--- config.mk ---
export PLATFORM = sky130hd
export DESIGN_NAME = exec_issue_ctrl
export DESIGN_NICKNAME = d
export VERILOG_FILES = /design/src/rtl/exec_issue_ctrl.sv
export SDC_FILE = /design/constraint.sdc
export NUM_CORES = 1
export LEC_CHECK = 0
export ABC_AREA = 1
export CAP_MARGIN = 20
export CORE_AREA = 2 2 46 48
export CTS_BUF_LIST = sky130_fd_sc_hd__clkbuf_8 sky130_fd_sc_hd__clkbuf_16
export CTS_CLUSTER_DIAMETER = 30
export DETAILED_ROUTE_END_ITERATION = 16
export DIE_AREA = 0 0 48 50
export MAX_ROUTING_LAYER = met4
export PLACE_DENSITY_LB_ADDON = 0.3
export SETUP_SLACK_MARGIN = 0.15
export SKIP_LAST_GASP = 1
export SYNTH_ARGS = -nofsm -noshare
export SYNTH_HDL_FRONTEND = slang
export SYNTH_SLANG_ARGS = --single-unit
--- constraint.sdc ---
create_clock -name I_CLOCK -period 1.9 [get_ports I_CLOCK]
set_input_delay 0.475 -clock I_CLOCK [delete_from_list [all_inputs] [get_ports I_CLOCK]]
set_output_delay 0.475 -clock I_CLOCK [all_outputs]
set_load 0.01 [all_outputs]
--- src/rtl/exec_issue_ctrl.sv ---
// Issue control for one execute slot: single-cycle ALU ops or one shared multi-cycle unit.
// All state moves on the falling clock edge; reset is asynchronous and active low.
module exec_issue_ctrl #(
  parameter int unsigned MUL_CYCLES = 4
) (
  input  logic       I_CLOCK,
  input  logic       I_RESET_N,
  input  logic       I_LOCK,
  input  logic       I_Valid,
  input  logic       I_IsMulti,
  input  logic [3:0] I_DestRegIdx,
  input  logic       I_OutReady,
  input  logic       I_Flush,
  output logic       O_Ready,
  output logic       O_DepStall,
  output logic       O_MulStart,
  output logic       O_MulAbort,
  output logic       O_OutValid,
  output logic       O_OutSel,
  output logic [3:0] O_DestRegIdx,
  output logic       O_PendingValid,
  output logic [3:0] O_PendingDest
);

  typedef enum logic [1:0] {StIdle, StMulti, StDone} state_e;

  localparam logic [3:0] CntLoad = 4'(MUL_CYCLES - 1);

  state_e     state_q, state_d;
  logic [3:0] cnt_q, cnt_d;
  logic       out_valid_q, out_valid_d;
  logic       out_sel_q, out_sel_d;
  logic [3:0] dest_q, dest_d;
  logic       mul_start_q, mul_start_d;
  logic       mul_abort_q, mul_abort_d;
  logic       accept;

  assign O_Ready    = (state_q == StIdle) || ((state_q == StDone) && I_OutReady);
  assign O_DepStall = I_Valid && !O_Ready;
  assign accept     = I_Valid && O_Ready && !I_Flush;

  always_comb begin
    state_d     = state_q;
    cnt_d       = cnt_q;
    out_valid_d = out_valid_q;
    out_sel_d   = out_sel_q;
    dest_d      = dest_q;
    // Pulses are one cycle wide, including across frozen edges.
    mul_start_d = 1'b0;
    mul_abort_d = 1'b0;
    if (I_LOCK) begin
      if (I_Flush) begin
        state_d     = StIdle;
        cnt_d       = 4'd0;
        out_valid_d = 1'b0;
        mul_abort_d = (state_q == StMulti);
      end else if (accept) begin
        dest_d = I_DestRegIdx;
        if (I_IsMulti) begin
          state_d     = StMulti;
          cnt_d       = CntLoad;
          out_valid_d = 1'b0;
          out_sel_d   = 1'b1;
          mul_start_d = 1'b1;
        end else begin
          state_d     = StDone;
          out_valid_d = 1'b1;
          out_sel_d   = 1'b0;
        end
      end else begin
        unique case (state_q)
          StMulti: begin
            if (cnt_q != 4'd0) begin
              cnt_d = cnt_q - 4'd1;
            end else begin
              state_d     = StDone;
              out_valid_d = 1'b1;
              out_sel_d   = 1'b1;
            end
          end
          StDone: begin
            if (I_OutReady) begin
              state_d     = StIdle;
              out_valid_d = 1'b0;
            end
          end
          default: ;
        endcase
      end
    end
  end

  always_ff @(negedge I_CLOCK or negedge I_RESET_N) begin
    if (!I_RESET_N) begin
      state_q     <= StIdle;
      cnt_q       <= 4'd0;
      out_valid_q <= 1'b0;
      out_sel_q   <= 1'b0;
      dest_q      <= 4'd0;
      mul_start_q <= 1'b0;
      mul_abort_q <= 1'b0;
    end else begin
      state_q     <= state_d;
      cnt_q       <= cnt_d;
      out_valid_q <= out_valid_d;
      out_sel_q   <= out_sel_d;
      dest_q      <= dest_d;
      mul_start_q <= mul_start_d;
      mul_abort_q <= mul_abort_d;
    end
  end

  assign O_MulStart     = mul_start_q;
  assign O_MulAbort     = mul_abort_q;
  assign O_OutValid     = out_valid_q;
  assign O_OutSel       = out_sel_q;
  assign O_DestRegIdx   = dest_q;
  assign O_PendingValid = (state_q != StIdle);
  assign O_PendingDest  = dest_q;

endmodule

==> qor.yml <==
ir_drop_uv: 874.8
cts_tree: "built"
status: "finished, violations left"
synthCells: 107
cts-root-buf: "clkbuf_8"
nets: 178
core-area_um2: 1902
rsz0062_at_grt: "true"
synth.distinct_cells: 18
drc: 0
dr_total_vias: 912
grt_antenna_before_repair: 0
hold_path_class: "reg2reg"
syn_nets: 123
tightest_slew_ns: 0.2111
dieArea_um2: 2400
grt_usage: 0.2487
ys_async_sr_fraction: 1.000
muxShareOfSynthArea: 0
drive_gt1_frac: 0.5839
comb_power_share: 0.655
start_util: 0.4362
fill_cells: 104
ys_seq_elements: 13
yosys_warnings: 0
violations: "negative setup slack"
synthXorXnorAreaFrac: 0
synth.yosys.seq_area_share: 0.3922
top_signal_layer_used: "met4"
grt_pass1_wl_um: 4091
path_max_fanout: 3
cp_data_arrival_time_ns: 2.21
firstDrtPassIters: 4
crit_path_end_kind: "primary output"
place_inst: 168
dr_wl_met2_um: 1791
grt_pass1_vias: 948
synth_edf_count: 0
diodes: 0
wl_met1_um: 1034
cts-hold-fix-buffers: 0
report.final.slew_viol_count: 0
p_sw_frac: 0.4232
portBuffers: 25
wl_per_cell_um: 15.77
critPathKind: "reg2out"
clock_latency_ns: 0.26
synth_compound_gate_area_share: 0.05128
place.detailed.hpwl_um: 1556
synthToLayoutAreaGrowth_pct: 87.48
multiInputGateArea_um2: 584.3
postSynthAreaPerCell_um2: 7.753
grt_max_degree: 14
yosys.area_share.simple: 0.3499
stdcell_count: 188
regArea_um2: 325.3
gr-total-overflow: 0
setup_viol: 27
rows: 16
hold_viol_final: 0
post_drt_via_cell_ratio: 4.851
die_h_um: 50
ant_nets: 0
power.share.clock: 0.119
wl_um: 2965
syn_area_um2: 829.5
gp_congestion: 0.7651
cap_viol_max_count: 0
skew_ns: 0.001316
die_w_um: 48
p_switching_mw: 0.9026
p_int_mw: 1.230
ios: 26
power_density_nw_per_um2: 1371
yosys.area_share.adder: 0.07541
met3WireLength_um: 77
numCtsBuffers: 3
synth_top_family_by_area: "simple AND/OR/NAND/NOR gates"
critical_path_required_ns: 1.42
slew_headroom: 0.8593
clock-sinks: 13
ys.flop_type: "dfrtn_1"
fin_ws_ns: -0.7840
dpl_worst_slack_ns: -0.9834
htree_levels: 1
cts.path.max_buffers: 2
path_clk_slew_ns: 0.04
p_leak_nw: 0.7958
first_iter_violations: 12
crit_path_start_kind: "flop"
seq_power_share: 0.226
## state kept, by name, indices dropped and copies added, names as in the netlist
signal	count
state_q	2
O_OutSel	1
O_MulStart	1
cnt_q	4
O_MulAbort	1
O_DestRegIdx	4
## critical path, stage by stage, from the launching register on
cell	delay, ns
dfrtn_1	0.44
inv_2	0.08
ha_4	0.17
nand2_4	0.07
nand2_4	0.06
nor2_4	0.08
buf_6	0.10
## logic make-up after synthesis
logic type / Yosys count
DFF: 13
and+or+nand+nor: 56
adders and majority gates: 5
buffers and inverters: 25
AOI/OAI and AO/OA: 8
## power by group through the flow
stage	sequential [mW]	clock (mW)	combinational, mW
final	0.482	0.254	1.40
after global routing	0.497	0.274	1.50
after CTS	0.468	0.251	1.26
after detailed placement	0.479	0	0.967
after global placement	0.472	0	0.933
after floorplan	0.506	0	0.535
## cells in the mapped netlist, types with 2 or more instances
| cell | number | area (um^2) |
|---|---|---|
| inv_1 | 15 | 56.30 |
| o21ai_0 | 5 | 25.02 |
| nand3_2 | 2 | 20.02 |
| dfrtn_1 | 13 | 325.3 |
| nor2_4 | 2 | 22.52 |
| nand2_1 | 31 | 116.4 |
| nand2_4 | 2 | 22.52 |
| ha_1 | 5 | 62.56 |
| inv_2 | 6 | 22.52 |
| buf_4 | 4 | 30.03 |
| nand3_1 | 9 | 45.04 |
| nor2_1 | 6 | 22.52 |
| a21oi_1 | 2 | 10.01 |
## cells in the final DEF (no fill, tap or decap), types with 2 or more instances in the layout
master,Yosys,layout
inv_2,6,6
nor2_1,6,5
buf_4,4,17
a21oi_2,0,2
ha_1,5,3
dfrtn_1,13,13
nand2_1,31,22
clkbuf_8,0,3
nand2_2,1,7
dlygate4sd2_1,0,2
ha_4,0,2
o21ai_2,0,4
inv_4,0,3
clkdlybuf4s50_1,0,5
buf_6,0,15
nand3_1,9,3
buf_12,0,2
inv_1,15,13
nand3_4,1,4
nor2_4,2,3
nand2_4,2,4
nand3_2,2,6
buf_2,0,10
## final timing paths
path | endpoint | cells past startpoint | from | slack, ns
max | O_DepStall | 6 | state_q[0]$_DFFE_NN0P_ | -0.78
min | O_DestRegIdx[3]$_DFFE_NN0P_ | 2 | O_DestRegIdx[3]$_DFFE_NN0P_ | 0.46
max reg2reg | cnt_q[2]$_DFFE_NN0P_ | 12 | state_q[1]$_DFFE_NN0P_ | 0.12
min reg2reg | O_DestRegIdx[3]$_DFFE_NN0P_ | 2 | O_DestRegIdx[3]$_DFFE_NN0P_ | 0.46
max in group asynchronous | cnt_q[3]$_DFFE_NN0P_ | 2 | I_RESET_N | 0.36
min in group asynchronous | state_q[0]$_DFFE_NN0P_ | 2 | I_RESET_N | 1.39
## area by class of cell
class	count	share of cell area
clock buffers	3	0.02655
clock inverters	1	0.002414
inverters	21	0.05551
multi-input cells	70	0.3757
flip-flops and latches	13	0.2092
well taps	27	0.02172
repair buffers	53	0.3089
## metal layers
layer / vias up / global-route usage
li1: 434 / -
met5: - / -
met4: 0 / 0.07207
met3: 8 / 0.05128
met2: 21 / 0.4511
met1: 449 / 0.2534
## what timing repair did
| action | CTS | global route |
|---|---|---|
| setup endpoints to repair | 28 | 28 |
| cloned | 1 | 0 |
| setup buffers | 15 | 0 |
| resized for setup | 115 | 18 |
| pin swaps | 19 | 9 |
## metrics by stage
stage | instance area (um^2) | hold WS (ns) | util | power (mW) | TNS, ns
5_1_grt | 1555 | 0.4815 | 0.8178 | 2.271 | -11.87
4_1_cts | 1493 | 0.4585 | 0.7849 | 1.976 | -10.17
3_5_place_dp | 1231 | 0.4290 | 0.6474 | 1.445 | -18.85
6_report | 1555 | 0.4555 | 0.8178 | 2.133 | -11.08
3_3_place_gp | 1231 | 0.4301 | 0.6474 | 1.404 | -18.31
2_1_floorplan | 869.6 | 0.4270 | - | 1.041 | -3.726
Note: power is estimated with default switching activity, not from simulation.
==> edit (config.mk and constraints unchanged) <==
Encoding of `state_e`: now one-hot (3 bits for 3 states).
--- a/src/rtl/exec_issue_ctrl.sv
+++ b/src/rtl/exec_issue_ctrl.sv
@@ -24,3 +24,3 @@
 
-  typedef enum logic [1:0] {StIdle, StMulti, StDone} state_e;
+  typedef enum logic [2:0] {StIdle = 3'b001, StMulti = 3'b010, StDone = 3'b100} state_e;
 
Check against the original RTL: same outputs for any inputs over 10 cycles, from zero or initial values and one cycle with I_RESET_N low; not proved beyond that.
==> edit against the unedited design <==
The run still ends with negative setup slack left. Sequential cell count is 1 higher. Via count is 1.5% lower. Final cell count is 1.1% lower. Worst setup slack worse by 0.0023 ns. Total power is 17% lower. Hold slack worse by 0.028 ns. Routed wire length is 19% lower. Core utilization is 4.2 points lower. Non-clock buffer count is 2 higher. Design area is 5.1% lower. Synthesized area is 2.9% higher. Sequential power is 1% higher. Critical endpoint unchanged. Largest power group unchanged.
==> edit: results (changes against the unedited design) <==
[cells_and_area]
n_fill_cell=118  ; +13%
nNetsFinal=173  ; -2.8%
drive_gt1_share_pct=49.06  ; -9.3 points
antenna_cells=0  ; unchanged

[routing]
drt_iter0_drc=24  ; +12
drtPass1Iterations=4  ; unchanged
vias=898  ; -1.5%
drt_wl_total_mm=2.395  ; -19%

[global_route]
grt_max_degree=9  ; -5
gr-usage-all-layers_pct=21.26  ; -3.6 points
grt_pass1_vias=874  ; -7.8%
grt_first_pass_wirelength_mm=3.636  ; -11%

[critical_path]
crit_end=O_DepStall
arrival_ns=2.21  ; about the same
r2r-end=cnt_q[3]$_DFFE_NN0P_
rr_worst_depth=11  ; -1
ff2ff_setup_slack_ns=0.17  ; +0.05 ns
setup.worst_path.start=state_q[0]$_DFFE_NN1P_

[clock_network]
clk_latency_ns=0.30  ; +0.04 ns
path_clk_slew_ns=0.05

[timing]
setup_slack_ns=-0.7863  ; -0.002294 ns
final-setup-viol-count=28  ; +3.7%
tightest_slew_ns=0.4203  ; +0.2092 ns
finClkSkew_ns=0.04786  ; +0.04654 ns
setup_tns_ns=-13.68  ; -2.606 ns

[place]
dp_slack_ns=-0.9307  ; +0.05266 ns
gp_congestion=0.9739  ; +27%
dp_hpwl_mm=1.593  ; +2.4%

[synth]
synth_common_cells=nand2_1 (33), dfrtn_1 (13), nor2_1 (10)
syn_nets=118  ; -4.1%
seq_area_frac_synth_pct=41.20  ; +2.0 points
yosys_warnings=0  ; unchanged
synth_flop_cell=dfrtn_1
synth.area.top_cells=dfrtn_1 (38%), nand2_1 (15%), nor2_1 (4.4%)
synth_cell_type_count=23  ; +5

[power_and_ir_drop]
p_leak_uw=0.0007741  ; -2.7%
peakVddDrop_v=0.001020  ; +17%

[outcome]
violations=negative setup slack
status=finished with violations

edit: cell families (layout without fill, tap and decap cells):
family	count (synthesis)	in the layout	share of synthesized area [%]
compound gates	2	2	1.466
xor+xnor	2	2	2.053
fa+ha+maj	2	2	2.932
buf+inv	17	71	9.237
flops	14	14	41.20
simple gates	68	68	43.11
edit: through the flow:
stage	total power (uW)	instance area (um2)	std cells
floorplan	1002	904.6	105
global placement	1347	1281	172
detailed placement	1369	1281	172
CTS	1696	1388	185
global route	1913	1475	186
finish	1780	1475	186
edit: final cells by class:
cell class	instances	share of cell area (%)
Inverter	11	3.308
Clock buffer	3	2.799
Sequential cell	14	23.83
Timing Repair Buffer	55	33.33
Tap cell	27	2.290
Multi-Input combinational cell	74	33.93
Clock inverter	2	0.5089
edit: worst min path at each step:
stage | start | to | slack [ns] | cells after the start
floorplan | cnt_q[0]$_DFFE_NN0P_ | cnt_q[0]$_DFFE_NN0P_ | 0.41 | 2
finish | cnt_q[0]$_DFFE_NN0P_ | cnt_q[0]$_DFFE_NN0P_ | 0.43 | 2
global route | cnt_q[0]$_DFFE_NN0P_ | cnt_q[0]$_DFFE_NN0P_ | 0.45 | 2
detailed placement | cnt_q[0]$_DFFE_NN0P_ | cnt_q[0]$_DFFE_NN0P_ | 0.43 | 2
global placement | O_OutSel$_DFFE_NN0P_ | O_OutSel$_DFFE_NN0P_ | 0.43 | 2
CTS | cnt_q[0]$_DFFE_NN0P_ | cnt_q[0]$_DFFE_NN0P_ | 0.43 | 2
edit: what timing repair did:
item | in CTS | in global routing
gates resized for setup | 85 | 19
cloned | 1 | 0
endpoints found under the setup margin | 29 | 29
setup buffers | 8 | 1
hold endpoints to repair | 0 | 0
pin swaps | 3 | 7
edit: critical path, cell delays in order (launching register included):
cell and delay (ns):
dfstp_2 0.53, inv_2 0.05, nor2_4 0.07, nand2_2 0.07
nand2_4 0.08, nor2_4 0.03, buf_6 0.11
edit: metal layers:
metal  share of wire (%)  vias up  global-route usage, %
met4                 1.0        0                  2.703
met2                  54       34                  35.78
met3                 3.9        4                  5.861
met5                   0        -                      -
met1                  41      425                  25.40
li1                    -      435                      -
edit: power by group:
group	internal, uW	switching (uW)
registers	414	73.8
clock network	145	110
logic	546	490
total	1110	674
